`src/rtl/serial_subtractor_pkg.sv`:
```
// Shared definitions for the bit-serial subtractor: FSM state encoding and default width.
package serial_subtractor_pkg;

   localparam int DEFAULT_WIDTH = 8;

   typedef enum logic {
      ST_IDLE  = 1'b0,
      ST_SHIFT = 1'b1
   } state_t;

endpackage

```
`src/rtl/serial_subtractor_full_subtractor_cell.sv`:
```
// One-bit full subtractor (x - y - bin) built from two half-subtractor stages.
module half_subtractor (
   input  logic x,
   input  logic y,
   output logic d,
   output logic b
);

   assign d = x ^ y;
   assign b = ~x & y;

endmodule

module full_subtractor_cell (
   input  logic x,
   input  logic y,
   input  logic bin,
   output logic d,
   output logic bout
);

   logic d1;
   logic b1;
   logic b2;

   half_subtractor u_hs_xy (
      .x (x),
      .y (y),
      .d (d1),
      .b (b1)
   );

   half_subtractor u_hs_bin (
      .x (d1),
      .y (bin),
      .d (d),
      .b (b2)
   );

   assign bout = b1 | b2;

endmodule

```
`src/rtl/serial_subtractor.sv`:
```
// Bit-serial a - b, LSB first, one bit per clk; result and final borrow published on done.
//
// state    | meaning
// ---------+-------------------------------------------------------------
// ST_IDLE  | waiting for start; diff/borrow_out hold the last result
// ST_SHIFT | one operand bit consumed per clock, borrow carried in br_q
module serial_subtractor
   import serial_subtractor_pkg::*;
#(
   parameter int WIDTH = DEFAULT_WIDTH
) (
   input  logic             clk,
   input  logic             rst,
   input  logic             start,
   input  logic [WIDTH-1:0] a,
   input  logic [WIDTH-1:0] b,
   output logic             busy,
   output logic             done,
   output logic [WIDTH-1:0] diff,
   output logic             borrow_out
);

   localparam int CNT_W = $clog2(WIDTH);

   state_t             state_q, state_d;
   logic [WIDTH-1:0]   sa_q, sa_d;
   logic [WIDTH-1:0]   sb_q, sb_d;
   logic [WIDTH-2:0]   res_q, res_d;
   logic               br_q, br_d;
   logic [CNT_W-1:0]   cnt_q, cnt_d;
   logic               done_q, done_d;
   logic [WIDTH-1:0]   diff_q, diff_d;
   logic               borrow_q, borrow_d;

   logic               cell_d;
   logic               cell_bout;
   logic [WIDTH-1:0]   res_next;

   full_subtractor_cell u_cell (
      .x    (sa_q[0]),
      .y    (sb_q[0]),
      .bin  (br_q),
      .d    (cell_d),
      .bout (cell_bout)
   );

   // The top WIDTH-1 bits of the shifted result live in res_q; the final bit
   // arrives straight from the cell on the completion edge.
   assign res_next = {cell_d, res_q};

   always_comb begin
      state_d  = state_q;
      sa_d     = sa_q;
      sb_d     = sb_q;
      res_d    = res_q;
      br_d     = br_q;
      cnt_d    = cnt_q;
      done_d   = 1'b0;
      diff_d   = diff_q;
      borrow_d = borrow_q;

      case (state_q)
         ST_IDLE: begin
            if (start) begin
               sa_d    = a;
               sb_d    = b;
               br_d    = 1'b0;
               cnt_d   = '0;
               state_d = ST_SHIFT;
            end
         end
         ST_SHIFT: begin
            res_d = res_next[WIDTH-1:1];
            sa_d  = {1'b0, sa_q[WIDTH-1:1]};
            sb_d  = {1'b0, sb_q[WIDTH-1:1]};
            br_d  = cell_bout;
            cnt_d = cnt_q + CNT_W'(1);
            if (cnt_q == CNT_W'(WIDTH - 1)) begin
               diff_d   = res_next;
               borrow_d = cell_bout;
               done_d   = 1'b1;
               state_d  = ST_IDLE;
            end
         end
         default: state_d = ST_IDLE;
      endcase
   end

   always_ff @(posedge clk or posedge rst) begin
      if (rst) begin
         state_q  <= ST_IDLE;
         sa_q     <= '0;
         sb_q     <= '0;
         res_q    <= '0;
         br_q     <= 1'b0;
         cnt_q    <= '0;
         done_q   <= 1'b0;
         diff_q   <= '0;
         borrow_q <= 1'b0;
      end else begin
         state_q  <= state_d;
         sa_q     <= sa_d;
         sb_q     <= sb_d;
         res_q    <= res_d;
         br_q     <= br_d;
         cnt_q    <= cnt_d;
         done_q   <= done_d;
         diff_q   <= diff_d;
         borrow_q <= borrow_d;
      end
   end

   assign busy       = (state_q == ST_SHIFT);
   assign done       = done_q;
   assign diff       = diff_q;
   assign borrow_out = borrow_q;

endmodule
```
`config.mk`:
```
export PLATFORM = sky130hd
export DESIGN_NAME = serial_subtractor
export DESIGN_NICKNAME = d
export VERILOG_FILES = /design/src/rtl/serial_subtractor_pkg.sv /design/src/rtl/serial_subtractor_full_subtractor_cell.sv /design/src/rtl/serial_subtractor.sv
export SDC_FILE = /design/constraint.sdc
export NUM_CORES = 1
export LEC_CHECK = 0
export CAP_MARGIN = 20
export CORE_MARGIN = 2
export CORE_UTILIZATION = 51
export CTS_CLUSTER_DIAMETER = 120
export DETAILED_ROUTE_END_ITERATION = 10
export PLACE_DENSITY = 0.85
export SLEW_MARGIN = 40
export SYNTH_ARGS = -nofsm -noshare
export SYNTH_HDL_FRONTEND = slang
export SYNTH_SLANG_ARGS = --single-unit
export TNS_END_PERCENT = 5
```
`constraint.sdc`:
```
create_clock -name clk -period 1.7 [get_ports clk]
set_clock_uncertainty 0.15 [all_clocks]
set_input_delay 0.255 -clock clk [delete_from_list [all_inputs] [get_ports clk]]
set_output_delay 0.255 -clock clk [all_outputs]
set_load 0.01 [all_outputs]
```
==> results.json, run 1 <==
{
  "grt_usage_pct": 16.8,
  "cts_tree": "built",
  "synth-seq-cells": 38,
  "clk_pin_slew_ps": 90,
  "die_h_um": 61.3,
  "cp_top_family": "buffers and inverters",
  "nets": 180,
  "worstSkewPairLatency_ps": 330,
  "dp.cells": 195,
  "dr.first_iter.drc_count": 16,
  "via_per_inst": 4.99,
  "tns_ps": 0,
  "worstPathCellList": "clkdlybuf4s50_1",
  "relSlewSlack_pct": 85.7,
  "power_density_nw_per_um2": 1640,
  "diodes": 0,
  "synth-seq-area-share_pct": 56.7,
  "p_leak_uw": 0.00107,
  "fmax_mhz": 614,
  "critPathKind": "reg -> out",
  "first_global_vias": 1062,
  "grt_pass1_wl_um": 4470,
  "syn_to_final_growth_pct": 24.3,
  "cts_setup_buffers": 0,
  "h-tree-depth": 2,
  "end_kind": "primary output",
  "cap_viol_max_count": 0,
  "cts_hold_buf": 0,
  "cp_slowest_cell": "clkdlybuf4s50_1",
  "pre_cts_slack_ps": 114,
  "root_buffer": "clkbuf_4",
  "cts_inserted_buffers": 5,
  "setup_viol": 0,
  "numClockSinks": 38,
  "final_common_cell": "dfrtp_1",
  "yosysWarnings": 0,
  "drcViolationCount": 0,
  "synth_top_cell_area_share_pct": 56.7,
  "grt.overflow.total": 0,
  "hpwl_um": 1870,
  "routabilityCongestion": 0.683,
  "required_ps": 1290,
  "fin_crit_sh_pct": 95.7,
  "start_util_pct": 54.5,
  "grt_antenna_before_repair": 0,
  "synth_cell_types": 18,
  "die_area_um2": 3760,
  "ir_worst_vdd_mv": 0.631,
  "cpPeakStageDelay_ps": 530,
  "synth_area_um2": 1680,
  "avgSynthCellArea_um2": 13.3,
  "layout_common_cells": "dfrtp_1 (38), clkdlybuf4s50_1 (22), mux2i_1 (18), nand2_1 (15), o21ai_0 (15)",
  "grt_max_degree": 46,
  "setup_ws_ps": 72.6,
  "synthTopCellsByArea": "dfrtp_1 (57%), mux2_4 (12%), mux2i_1 (11%)",
  "finalNonFillerCells": 202,
  "ios": 30,
  "core_um2": 3080,
  "num_rows": 20,
  "slew_viol_final": 0,
  "synth_cells": 126,
  "rsz0062_at_grt": "no",
  "routedWlPerCell_um": 12.9,
  "io_buffer_count": 29,
  "die-width_um": 61.3,
  "crit_arrival_ps": 1220,
  "min_path_type": "in -> async",
  "period_needed_ps": 1630,
  "drtPass1Iterations": 3,
  "vias": 1007,
  "yosys.area.top_type": "dfrtp_1",
  "start_kind": "flop",
  "path_buf_inv": 1,
  "syn-num-nets": 148,
  "hold_violations": 0,
  "status": "finished, final reports clean",
  "postRouteAntennaNets": 0,
  "path_max_fanout": 2,
  "worst_pin_slew_ps": 215,
  "max-clock-path-buffers": 2,
  "wirelength_um": 2610,
  "drive_gt1_share_pct": 15.8
}
registers in the layout, indices dropped and copies added (netlist names):
name,flops
sa_q,8
res_q,7
busy,1
br_q,1
cnt_q,3
borrow_out,1
diff,8
sb_q,8
done,1
final timing paths:
check | slack, ps | start | depth (start not counted) | to
min in group clk | 350 | sb_q[3] | 2 | sb_q[2]
min reg2reg | 350 | sb_q[3] | 2 | sb_q[2]
max in group asynchronous | 1090 | rst | 3 | sa_q[2]
max reg2reg | 110 | cnt_q[0] | 4 | diff[5]
max | 70 | diff[7] | 1 | diff[7]
min | 130 | rst | 3 | diff[6]
per-layer routing:
layer  part of all wire [%]  vias to the layer above  global-route usage, %
li1                       -                      489                      -
met1                     41                      487                   18.0
met2                     52                       29                   30.2
met3                    6.4                        2                   7.35
met4                   0.54                        0                   4.56
met5                      0                        -                      0
synth_stat cells:
library cell,instances
nor2_1,3
mux2_4,13
clkbuf_2,1
buf_8,1
buf_2,2
mux2i_1,18
buf_4,2
fa_1,1
buf_6,1
inv_1,6
nand2_8,1
nand2_1,15
mux2_2,3
nand2b_1,2
ha_1,2
o21ai_0,15
dfrtp_1,38
a22o_1,2
stage by stage:
step           utilization [%]  area [um2]  hold WS (ps)  power [uW]
6_report                  67.7        2080           126        3410
4_1_cts                   67.2        2070           123        3490
3_3_place_gp              65.8        2030           312        2990
5_1_grt                   67.7        2080           118        3700
3_5_place_dp              65.8        2030           324        3080
2_1_floorplan                -        1680           261        2600
cell families (layout without fill, tap and decap cells):
family	count (synthesis)	count (layout)	synth area share, %
compound gates	17	17	5.52
buf+inv	13	45	4.70
flops	38	38	56.7
mux	34	34	24.4
simple gates	21	21	5.97
fa+ha+maj	3	3	2.69
report_power, final:
group / switching, uW / internal [uW] / leakage [uW]
logic: 586 / 865 / 0.000567
registers: 241 / 1310 / 0.000477
clock network: 253 / 156 / 0.0000254
tightest hold or removal path, cell delays in order:
cell,delay (ps)
clkdlybuf4s50_1,400
inv_1,100
buf_12,230
repair_timing:
| item | CTS | global route |
|---|---|---|
| setup endpoints to repair | 1 | 6 |
| resized for setup | 1 | 6 |
| gates cloned | 0 | 0 |
final cells by class:
type                            count  area (um2)
Fill cell                         247         993
Multi-Input combinational cell     75         647
Timing Repair Buffer               32         364
Inverter                            6        22.5
Clock buffer                        7        45.0
Sequential cell                    38         951
Tap cell                           44        55.1
No activity file was read; power rests on OpenSTA's default activity.
==> run 2, diff against run 1 <==
Settings changed: CELL_PAD_IN_SITES_DETAIL_PLACEMENT set to 1, CELL_PAD_IN_SITES_GLOBAL_PLACEMENT set to 1, CORE_UTILIZATION 51 to 41, PLACE_DENSITY 0.85 to 0.84.
==> results.json, run 2 (synthesized netlist as in run 1, its figures left out) <==
{
  "status": "finished, final reports clean",
  "vias": 1049,
  "postRouteAntennaNets": 0,
  "core_um2": 3970,
  "cp_slowest_cell": "clkdlybuf4s50_1",
  "path_max_fanout": 3,
  "pre_cts_slack_ps": 99.7,
  "crit_arrival_ps": 1210,
  "max-clock-path-buffers": 2,
  "r2r_cells": 4,
  "num_rows": 23,
  "cts_hold_buf": 0,
  "grt_pass1_wl_um": 5360,
  "critPathKind": "reg -> out",
  "setup_ws_ps": 86.9,
  "fin_crit_sh_pct": 94.9,
  "drtPass1Iterations": 4,
  "grt.overflow.total": 0,
  "root_buffer": "clkbuf_8",
  "relSlewSlack_pct": 80.7,
  "cap_viol_max_count": 0,
  "h-tree-depth": 2,
  "worstReg2RegStart": "cnt_q[0]",
  "cts_inserted_buffers": 5,
  "die-width_um": 67.9,
  "cts_tree": "built",
  "drcViolationCount": 0,
  "rsz0062_at_grt": "no",
  "start_kind": "flop",
  "worstSkewPairLatency_ps": 290,
  "io_buffer_count": 29,
  "numClockSinks": 38,
  "final_common_cell": "dfrtp_1",
  "layout_common_cells": "dfrtp_1 (38), clkdlybuf4s50_1 (29), mux2i_1 (18), nand2_1 (15), o21ai_0 (15)",
  "required_ps": 1290,
  "min_path_type": "in -> async",
  "routabilityCongestion": 0.706,
  "cp_top_family": "buffers and inverters",
  "fmax_mhz": 620,
  "diodes": 0,
  "wirelength_um": 3130,
  "grt_usage_pct": 16.1,
  "end_kind": "primary output",
  "period_needed_ps": 1610,
  "post_cts_resized": 0,
  "start_util_pct": 42.2,
  "ios": 30,
  "clk_pin_slew_ps": 70,
  "hold_violations": 0,
  "setup_viol": 0,
  "tns_ps": 0,
  "ir_worst_vdd_mv": 0.613,
  "holdWs_ps": 187,
  "cts_setup_buffers": 0,
  "die_h_um": 67.9,
  "dr.first_iter.drc_count": 34,
  "cpPeakStageDelay_ps": 550,
  "worstPathCellList": "clkdlybuf4s50_1",
  "first_global_vias": 1176,
  "path_buf_inv": 1,
  "power_density_nw_per_um2": 1760,
  "slew_viol_final": 0,
  "hpwl_um": 2300,
  "nets": 181,
  "grt_antenna_before_repair": 0,
  "p_leak_uw": 0.00104,
  "die_area_um2": 4620,
  "routedWlPerCell_um": 14.9,
  "worst_pin_slew_ps": 290,
  "via_per_inst": 5.00,
  "r2r_setup_slack_ps": 100,
  "drive_gt1_share_pct": 18.1,
  "regToRegEndpoint": "diff[0]",
  "syn_to_final_growth_pct": 27.5,
  "grt_max_degree": 39
}
## run 2: report_power, final
group,switching (uW),internal [uW]
sequential,245,1310
combinational,613,878
clock,301,409
total,1160,2600
## run 2: area by class of cell
class | count | area [um2]
Sequential cell | 38 | 951
Clock buffer | 8 | 110
Multi-Input combinational cell | 75 | 647
Timing Repair Buffer | 33 | 345
Fill cell | 410 | 1830
Tap cell | 50 | 62.6
Inverter | 6 | 22.5
## run 2: per-stage QoR
| stage | total power, uW | cells | area (um2) | util, % |
|---|---|---|---|---|
| 6_report | 3760 | 210 | 2140 | 53.8 |
| 5_1_grt | 4070 | 210 | 2140 | 53.8 |
| 4_1_cts | 3840 | 210 | 2140 | 53.8 |
| 3_5_place_dp | 3110 | 202 | 2030 | 51.1 |
| 3_3_place_gp | 2980 | 202 | 2030 | 51.1 |
| 2_1_floorplan | 2600 | 126 | 1680 | - |
## run 2: metal layers
layer | up-vias | GRT usage, % | routed length, um
li1 | 492 | - | -
met5 | - | 0 | 0
met4 | 0 | 6.00 | 56
met2 | 27 | 29.0 | 1710
met3 | 5 | 5.76 | 168
met1 | 525 | 17.0 | 1200
## run 2: worst max-delay path by stage
stage	start	to	slack, ps	cells after the start
global route	diff[6]	diff[6]	30	1
CTS	diff[6]	diff[6]	60	1
detailed placement	start	sb_q[3]	100	4
finish	busy	busy	90	1
global placement	cnt_q[0]	diff[5]	170	4
floorplan	cnt_q[0]	borrow_out	190	4
==> run 3, diff against run 2 <==
--- a/constraint.sdc
+++ b/constraint.sdc
@@ -3,3 +3,3 @@
 set_input_delay 0.255 -clock clk [delete_from_list [all_inputs] [get_ports clk]]
 set_output_delay 0.255 -clock clk [all_outputs]
-set_load 0.01 [all_outputs]
+set_load 0.02 [all_outputs]
==> results.json, run 3 (synthesized netlist as in run 1, its figures left out) <==
{
  "status": "finished, final reports clean",
  "via_per_inst": 4.86,
  "worst_pin_slew_ps": 236,
  "grt.overflow.total": 0,
  "fin_crit_sh_pct": 97.8,
  "setup_viol": 0,
  "die-width_um": 67.9,
  "io_buffer_count": 29,
  "p_leak_uw": 0.00107,
  "rsz0062_at_grt": "no",
  "syn_to_final_growth_pct": 26.6,
  "vias": 1021,
  "path_max_fanout": 2,
  "required_ps": 1290,
  "critPathKind": "reg -> out",
  "cap_viol_max_count": 0,
  "multi_input_area_um2": 647,
  "die_h_um": 67.9,
  "drtPass1Iterations": 3,
  "place_area_um2": 2040,
  "fmax_mhz": 601,
  "cp.depth": 1,
  "routabilityCongestion": 0.722,
  "cts_hold_buf": 0,
  "layout_common_cells": "dfrtp_1 (38), clkdlybuf4s50_1 (24), mux2i_1 (18), nand2_1 (15), o21ai_0 (15)",
  "ir_worst_vdd_mv": 0.530,
  "cts_setup_buffers": 0,
  "numClockSinks": 38,
  "tns_ps": 0,
  "start_kind": "flop",
  "cpPeakStageDelay_ps": 600,
  "grt_max_degree": 39,
  "first_global_vias": 1151,
  "root_buffer": "clkbuf_8",
  "slew_viol_final": 0,
  "diodes": 0,
  "cts_tree": "built",
  "grt_pass1_wl_um": 5180,
  "crit_arrival_ps": 1260,
  "seq_area_um2": 951,
  "core_um2": 3970,
  "power_density_nw_per_um2": 1770,
  "cp_slowest_cell": "clkdlybuf4s50_1",
  "h-tree-depth": 2,
  "grt_usage_pct": 15.7,
  "fillers": 412,
  "wirelength_um": 3120,
  "path_buf_inv": 1,
  "fin_area_um2": 2120,
  "ios": 30,
  "nets": 182,
  "min_path_type": "in -> async",
  "period_needed_ps": 1660,
  "final_common_cell": "dfrtp_1",
  "num_rows": 23,
  "worstPathCellList": "clkdlybuf4s50_1",
  "relSlewSlack_pct": 84.2,
  "worstSkewPairLatency_ps": 290,
  "end_kind": "primary output",
  "dr.first_iter.drc_count": 20,
  "postRouteAntennaNets": 0,
  "routedWlPerCell_um": 14.9,
  "grt_antenna_before_repair": 0,
  "max-clock-path-buffers": 2,
  "cp_top_family": "buffers and inverters",
  "r2r_cells": 4,
  "hold_violations": 0,
  "cts_inserted_buffers": 5,
  "clk_pin_slew_ps": 70,
  "drcViolationCount": 0,
  "drive_gt1_share_pct": 18.1,
  "start_util_pct": 42.2,
  "die_area_um2": 4620,
  "hpwl_um": 2300
}
run 3: per-stage QoR:
stage,std cells,worst slack [ps],hold WS (ps),total power (uW),utilization [%]
2_1_floorplan,126,193,261,2700,-
3_3_place_gp,203,166,312,3100,51.3
3_5_place_dp,203,107,323,3250,51.3
4_1_cts,210,11.5,178,3830,53.2
5_1_grt,210,0.162,183,4040,53.5
6_report,210,37.3,169,3760,53.5
run 3: worst min-delay path, cell delays in order:
cell,delay [ps]
clkdlybuf4s50_1,400
inv_1,90
buf_12,230
run 3: layout make-up:
class	count	area share, %
sequential	38	44.8
multi-input combinational	75	30.5
timing repair buffer	34	17.0
clock buffer	5	3.24
tap	50	2.95
inverter	6	1.06
clock inverter	2	0.471
run 3: power by group:
| part | internal [uW] | leakage (uW) | switching [uW] |
|---|---|---|---|
| clock network | 275 | 0.0000438 | 308 |
| registers | 1310 | 0.000477 | 244 |
| logic | 882 | 0.000548 | 732 |
| total | 2470 | 0.00107 | 1280 |
run 3: worst paths after layout:
path / endpoint / slack [ps] / start
max in group asynchronous: sa_q[5] / 1040 / rst
worst min-delay path: res_q[3] / 170 / rst
worst max register to register: borrow_out / 110 / cnt_q[0]
worst min register to register: sa_q[0] / 330 / sa_q[1]
worst max-delay path: diff[4] / 40 / diff[4]
min in group clk: sa_q[0] / 330 / sa_q[1]
run 3: metal layers:
layer  vias to the layer above  GRT usage, %  share of wire (%)
met5                         -             0                  0
met4                         0          7.50                1.4
met3                         5          4.11                5.9
met2                        28          29.2                 53
met1                       498          16.2                 40
li1                        490             -                  -
run 3: timing repair:
action / CTS / global route
gates resized for setup: 1 / 4
endpoints found under the setup margin: 1 / 4
endpoints found under the hold margin: 0 / 0
pin swaps: 0 / 0
